`src/rtl/user_input_multi_if.sv`:
```
// ---------------------------------------------------------------------------
// user_input_multi_if
//   Signal bundle between raw key/switch pins and the input conditioner.
//
//   in     : raw asynchronous inputs, active-high (1 = pressed)
//   out    : one-cycle event pulses, one bit per channel
//   level  : debounced, filtered input level
//   held   : high while a channel is in auto-repeat (HELD) state
//
//   master : the side that drives raw inputs and consumes the conditioned
//            pulses and levels (board glue / game FSMs)
//   slave  : the conditioner itself
// ---------------------------------------------------------------------------
interface user_input_multi_if #(
    parameter int WIDTH = 4
);
    logic [WIDTH-1:0] in;
    logic [WIDTH-1:0] out;
    logic [WIDTH-1:0] level;
    logic [WIDTH-1:0] held;

    modport master (
        output in,
        input  out,
        input  level,
        input  held
    );

    modport slave (
        input  in,
        output out,
        output level,
        output held
    );
endinterface

```
`src/rtl/user_input_multi.sv`:
```
// ---------------------------------------------------------------------------
// user_input_multi
//   Multi-channel key conditioner. Each channel is independent and contains
//   a two-flop synchroniser, a debounce filter, a registered one-cycle event
//   pulse on the selected edge and an optional auto-repeat FSM.
//
//   Ports:
//     clock : system clock, rising edge
//     reset : asynchronous active-low reset
//     bus   : user_input_multi_if.slave (in / out / level / held)
//
//   Parameters:
//     WIDTH           : number of channels
//     DEBOUNCE_CYCLES : stable cycles needed before level flips (>= 1)
//     EDGE_MODE       : 0 = pulse on release, 1 = pulse on press
//     REPEAT_EN       : 1 = auto-repeat while held
//     HOLD_CYCLES     : held cycles before the first repeat pulse (>= 1)
//     REPEAT_CYCLES   : cycles between later repeat pulses (>= 1)
// ---------------------------------------------------------------------------

// ---------------------------------------------------------------------------
// user_input_chan
//   One conditioner channel.
//
//   Ports:
//     clock, reset : as above
//     in_raw       : raw asynchronous input
//     out          : registered one-cycle event pulse
//     level        : debounced level
//     held         : channel is in HELD state
// ---------------------------------------------------------------------------
module user_input_chan #(
    parameter int DEBOUNCE_CYCLES = 16,
    parameter int EDGE_MODE       = 0,
    parameter int REPEAT_EN       = 0,
    parameter int HOLD_CYCLES     = 1000,
    parameter int REPEAT_CYCLES   = 200
) (
    input  logic clock,
    input  logic reset,
    input  logic in_raw,
    output logic out,
    output logic level,
    output logic held
);
    localparam int DW   = $clog2(DEBOUNCE_CYCLES + 1);
    localparam int HMAX = (HOLD_CYCLES > REPEAT_CYCLES) ? HOLD_CYCLES : REPEAT_CYCLES;
    localparam int HW   = $clog2(HMAX + 1);

    localparam logic [DW-1:0] DB_LAST   = DW'(DEBOUNCE_CYCLES - 1);
    localparam logic [HW-1:0] HOLD_LAST = HW'(HOLD_CYCLES - 1);
    localparam logic [HW-1:0] REP_LAST  = HW'(REPEAT_CYCLES - 1);

    typedef enum logic [1:0] {
        IDLE    = 2'd0,
        PRESSED = 2'd1,
        HELD    = 2'd2
    } state_t;

    logic          sync1;
    logic          sync2;
    logic [DW-1:0] dcnt;
    state_t        state;
    state_t        state_n;
    logic [HW-1:0] hcnt;
    logic [HW-1:0] hcnt_n;
    logic          flip;
    logic          rise;
    logic          fall;
    logic          tick;
    logic          out_n;

    // The filtered level flips on this edge; rise/fall are therefore
    // aligned with the edge on which level shows its new value, so the
    // registered pulse and the FSM transition land on that same edge.
    assign flip = (sync2 != level) && (dcnt == DB_LAST);
    assign rise = flip & ~level;
    assign fall = flip &  level;

    always_ff @(posedge clock or negedge reset) begin
        if (!reset) begin
            sync1 <= 1'b0;
            sync2 <= 1'b0;
            dcnt  <= '0;
            level <= 1'b0;
            state <= IDLE;
            hcnt  <= '0;
            out   <= 1'b0;
        end else begin
            sync1 <= in_raw;
            sync2 <= sync1;
            if (sync2 == level) begin
                dcnt <= '0;
            end else if (dcnt == DB_LAST) begin
                dcnt  <= '0;
                level <= ~level;
            end else begin
                dcnt <= dcnt + 1'b1;
            end
            state <= state_n;
            hcnt  <= hcnt_n;
            out   <= out_n;
        end
    end

    always_comb begin
        state_n = state;
        hcnt_n  = hcnt;
        tick    = 1'b0;
        case (state)
            IDLE: begin
                if (rise) begin
                    state_n = PRESSED;
                    hcnt_n  = '0;
                end
            end
            PRESSED: begin
                if (REPEAT_EN != 0) begin
                    if (hcnt == HOLD_LAST) begin
                        tick    = 1'b1;
                        hcnt_n  = '0;
                        state_n = HELD;
                    end else begin
                        hcnt_n = hcnt + 1'b1;
                    end
                end
                // Release wins over the hold transition; a coincident tick
                // still merges into the single pulse for this cycle.
                if (fall) begin
                    state_n = IDLE;
                    hcnt_n  = '0;
                end
            end
            HELD: begin
                if (hcnt == REP_LAST) begin
                    tick   = 1'b1;
                    hcnt_n = '0;
                end else begin
                    hcnt_n = hcnt + 1'b1;
                end
                if (fall) begin
                    state_n = IDLE;
                    hcnt_n  = '0;
                end
            end
            default: begin
                state_n = IDLE;
                hcnt_n  = '0;
            end
        endcase
        // Edge event and repeat tick share one output bit, so a coincident
        // release and tick produce exactly one pulse.
        out_n = tick | ((EDGE_MODE != 0) ? rise : fall);
    end

    assign held = (state == HELD);
endmodule

module user_input_multi #(
    parameter int WIDTH           = 4,
    parameter int DEBOUNCE_CYCLES = 16,
    parameter int EDGE_MODE       = 0,
    parameter int REPEAT_EN       = 0,
    parameter int HOLD_CYCLES     = 1000,
    parameter int REPEAT_CYCLES   = 200
) (
    input  logic                clock,
    input  logic                reset,
    user_input_multi_if.slave   bus
);
    logic [WIDTH-1:0] out_w;
    logic [WIDTH-1:0] level_w;
    logic [WIDTH-1:0] held_w;

    for (genvar g = 0; g < WIDTH; g++) begin : g_chan
        user_input_chan #(
            .DEBOUNCE_CYCLES (DEBOUNCE_CYCLES),
            .EDGE_MODE       (EDGE_MODE),
            .REPEAT_EN       (REPEAT_EN),
            .HOLD_CYCLES     (HOLD_CYCLES),
            .REPEAT_CYCLES   (REPEAT_CYCLES)
        ) u_chan (
            .clock  (clock),
            .reset  (reset),
            .in_raw (bus.in[g]),
            .out    (out_w[g]),
            .level  (level_w[g]),
            .held   (held_w[g])
        );
    end

    assign bus.out   = out_w;
    assign bus.level = level_w;
    assign bus.held  = held_w;
endmodule

```
`src/flat_wrapper.sv`:
```
// flat-port wrapper written by rule: the top's interface ports become plain ports
module user_input_multi_flat 
#(
    parameter int WIDTH           = 4,
    parameter int DEBOUNCE_CYCLES = 16,
    parameter int EDGE_MODE       = 0,
    parameter int REPEAT_EN       = 0,
    parameter int HOLD_CYCLES     = 1000,
    parameter int REPEAT_CYCLES   = 200
)
  (clock, reset, bus_in, bus_out, bus_level, bus_held);
  user_input_multi_if #(.WIDTH(WIDTH)) bus_i ();
  input  logic clock;
  input  logic reset;
  input wire logic [$bits(bus_i.in)-1:0] bus_in;
  output wire logic [$bits(bus_i.out)-1:0] bus_out;
  output wire logic [$bits(bus_i.level)-1:0] bus_level;
  output wire logic [$bits(bus_i.held)-1:0] bus_held;
  assign bus_i.in = bus_in;
  assign bus_out = bus_i.out;
  assign bus_level = bus_i.level;
  assign bus_held = bus_i.held;
  user_input_multi #(.WIDTH(WIDTH), .DEBOUNCE_CYCLES(DEBOUNCE_CYCLES), .EDGE_MODE(EDGE_MODE), .REPEAT_EN(REPEAT_EN), .HOLD_CYCLES(HOLD_CYCLES), .REPEAT_CYCLES(REPEAT_CYCLES)) u_core (.clock(clock), .reset(reset), .bus(bus_i));
endmodule
```
`config.mk`:
```
export PLATFORM = sky130hd
export DESIGN_NAME = user_input_multi_flat
export DESIGN_NICKNAME = d
export VERILOG_FILES = /design/src/rtl/user_input_multi_if.sv /design/src/rtl/user_input_multi.sv /design/src/flat_wrapper.sv
export SDC_FILE = /design/constraint.sdc
export NUM_CORES = 1
export LEC_CHECK = 0
export CAP_MARGIN = 20
export CORE_ASPECT_RATIO = 1.25
export CORE_MARGIN = 8
export CORE_UTILIZATION = 40
export DETAILED_ROUTE_END_ITERATION = 8
export DONT_BUFFER_PORTS = 1
export PLACE_DENSITY = 0.6
export SKIP_LAST_GASP = 1
export SYNTH_ARGS = -nofsm -noshare
export SYNTH_HDL_FRONTEND = slang
export SYNTH_SLANG_ARGS = --single-unit
```
`constraint.sdc`:
```
create_clock -name clock -period 1.5 [get_ports clock]
set_input_delay 0.3 -clock clock [delete_from_list [all_inputs] [get_ports clock]]
set_output_delay 0.3 -clock clock [all_outputs]
set_load 0.02 [all_outputs]
```
==> results.toml <==
[power_and_ir_drop]
pwr-share-comb = 0.055
p_int_mw = 1.36
power_frac_clock = 0.354
power.leakage_nw = 0.756
power_switching_mw = 0.397
vdd_drop_max_uv = 587
power_density_mw_per_mm2 = 1150
swShare = 0.226
seqPwrFrac = 0.591

[clock_network]
cts_tree = "yes"
clk_path_buf_depth = 2
numCtsBuffers = 5
post_cts.repair.setup_buffers = 0
cts.sinks = 36
clk_pin_slew_ns = 0.06
root_buffer = "clkbuf_8"
clk_latency_ns = 0.28
h-tree-depth = 2

[worst_hold_path]
hold_path_class = "input pin to flip-flop"

[sta]
timing.final.crit_share = 0.873
rsz0062_at_grt = "no"
finalCriticalPeriod_ns = 1.31
setup_slack_ns = 0.190
max_clock_freq_mhz = 764
skew_ns = 0.00486
holdWs_ns = 0.0430
fin_setup_tns_ns = 0
hold_violations = 0
setup_viol = 0
slew_violations = 0

[drt]
antenna_left = 0
totalWireLength_mm = 2.01
wl_per_cell_um = 13.1
drt_pass1_iterations = 3
drc = 0
via_per_inst = 4.88
drt-initial-drc-count = 60
vias = 752

[global_routing]
grt_pass1_vias = 780
antenna_found_initial = 0
met2_usage = 0.110
grt_max_degree = 37
met1_usage = 0.0763
grt-busiest-layer = "met2"
grt_pass1_wl_mm = 3.47
gr-usage-met3 = 0.0524
grt_use_total = 0.0749
grt_overflow = 0

[final_layout]
num_antenna_cells = 0
nNetsFinal = 125
final_common_cell = "dfrtp_1"
fin_util = 0.439
area_growth_pct = 5.35
regArea_sq_um = 901
multi_input_area_sq_um = 459
num-fill-cells = 321
final_cell_mix = "dfrtp_1 (36), nor2_1 (14), xor2_1 (9)"
drive_above_1_share = 0.122

[die]
rows = 24
die_w_um = 69.9
core-area_sq_mm = 0.00348
start_util = 0.416
fp.dieH_um = 83.3
pin_count = 18
dieArea_sq_mm = 0.00582

[synth]
synthAdderAreaFrac = 0.0345
synthSimpleGateAreaFrac = 0.160
synth_edf_count = 0
syn_inst = 115
synth_compound_area_frac = 0.0147
synth_seq_cells = 36
yosysSeqAreaShare = 0.621
synthFlopType = "dfrtp_1"
postSynthAreaPerCell_sq_um = 12.6
syn-cell-area_sq_mm = 0.00145
async_flop_share = 1.00
post_synth_mux_area_share = 0.0311
synth_xor_area_frac = 0.0664
ys_types = 23
synth_top_family_by_area = "simple AND/OR/NAND/NOR gates"
yosys_warnings = 0

[worst_setup_path]
path_buf_inv = 0
crit_required_ns = 1.67
cp-end-kind = "flip-flop"
cp_cell_sequence = "ha_1 > nand3_2 > nor2_2 > mux2_1"
crit_family = "flip-flops"
critPathSlowestCell = "dfrtp_1"
path_class = "flip-flop to flip-flop"
r2r_setup_slack_ns = 0.19
arrival_ns = 1.48
max_stage_delay_ns = 0.39
cp-start-kind = "flip-flop"
cp_max_fo = 4

[placement]
io_buffers = 0
routabilityCongestion = 0.724
post-place-ws_ns = 0.190
dp_hpwl_mm = 1.41

[run_status]
outcome = "completed"

[run]
max_cap_violations = 0
-- kinds of logic after synthesis --
logic type                 Yosys count
and+or+nand+nor                     40
DFF                                 36
buffers and inverters               15
xor gates and xnor gates            11
adders and majority gates            4
AOI/OAI and AO/OA                    4
muxes                                4
other                                1
-- worst reg2reg max path: stages, from the launching register on --
cell,delay [ns]
dfrtp_1,0.39
ha_1,0.24
nand3_2,0.12
nor2_2,0.13
mux2_1,0.32
-- state kept, by name, summed over array words and instances (netlist names) --
name,cells
u_core.g_chan.u_chan.out,4
u_core.g_chan.u_chan.dcnt,20
u_core.g_chan.u_chan.sync2,4
u_core.g_chan.u_chan.sync1,4
u_core.g_chan.u_chan.level,4
-- routing by layer --
layer  part of all wire  vias up  wire length [um]
met4              0.024        0                49
met3              0.085        6               171
met5                  0        -                 0
met2               0.45       18               914
met1               0.44      368               875
li1                   -      360                 -
-- path summary, 6_finish.rpt --
path                                            startpoint                             to  cells after the start
max in group asynchronous                            reset    u_core.g_chan[0].u_chan.out                      2
hold / removal                                   bus_in[3]  u_core.g_chan[3].u_chan.sync1                      0
hold reg to reg              u_core.g_chan[2].u_chan.sync1  u_core.g_chan[2].u_chan.sync2                      0
min in group asynchronous                            reset  u_core.g_chan[2].u_chan.level                      2
setup reg to reg           u_core.g_chan[3].u_chan.dcnt[0]  u_core.g_chan[3].u_chan.level                      4
setup / recovery           u_core.g_chan[3].u_chan.dcnt[0]  u_core.g_chan[3].u_chan.level                      4
-- power by group through the flow --
stage | Clock [mW] | Combinational, mW | Sequential, mW
after floorplan | 0 | 0.0703 | 1.05
after global placement | 0 | 0.0688 | 1.06
after detailed placement | 0 | 0.0720 | 1.06
after CTS | 0.654 | 0.101 | 1.04
after global routing | 0.700 | 0.112 | 1.04
final | 0.622 | 0.0971 | 1.04
-- synthesized netlist by cell type (3+ instances only) --
| cell type | count | share of area |
|---|---|---|
| xor2_1 | 9 | 0.054 |
| and3_1 | 3 | 0.013 |
| nand3_2 | 4 | 0.028 |
| nor2_1 | 14 | 0.036 |
| and2_1 | 3 | 0.013 |
| dfrtp_1 | 36 | 0.62 |
| ha_1 | 4 | 0.035 |
| buf_4 | 12 | 0.062 |
| inv_1 | 3 | 0.0078 |
| nand3_1 | 4 | 0.014 |
| nor4b_1 | 4 | 0.024 |
| o21ai_1 | 3 | 0.010 |
-- through the flow --
stage	instance area, sq um	instances	power (mW)
finish	1530	154	1.76
global route	1530	154	1.86
CTS	1530	154	1.79
detailed placement	1420	145	1.13
global placement	1420	145	1.13
floorplan	1460	118	1.12
-- final cells by class --
type | count | area share
flip-flops and latches | 36 | 0.590
inverters | 3 | 0.00737
multi-input cells | 67 | 0.301
clock inverters | 1 | 0.00328
repair buffers | 2 | 0.0197
well taps | 39 | 0.0319
clock buffers | 6 | 0.0475
-- timing repair --
item,4_1_cts,5_1_grt
endpoints found under the hold margin,36,0
hold buffers,2,0
gates resized for setup,0,0
endpoints found under the setup margin,0,0
Note: power is estimated with default switching activity, not from simulation.
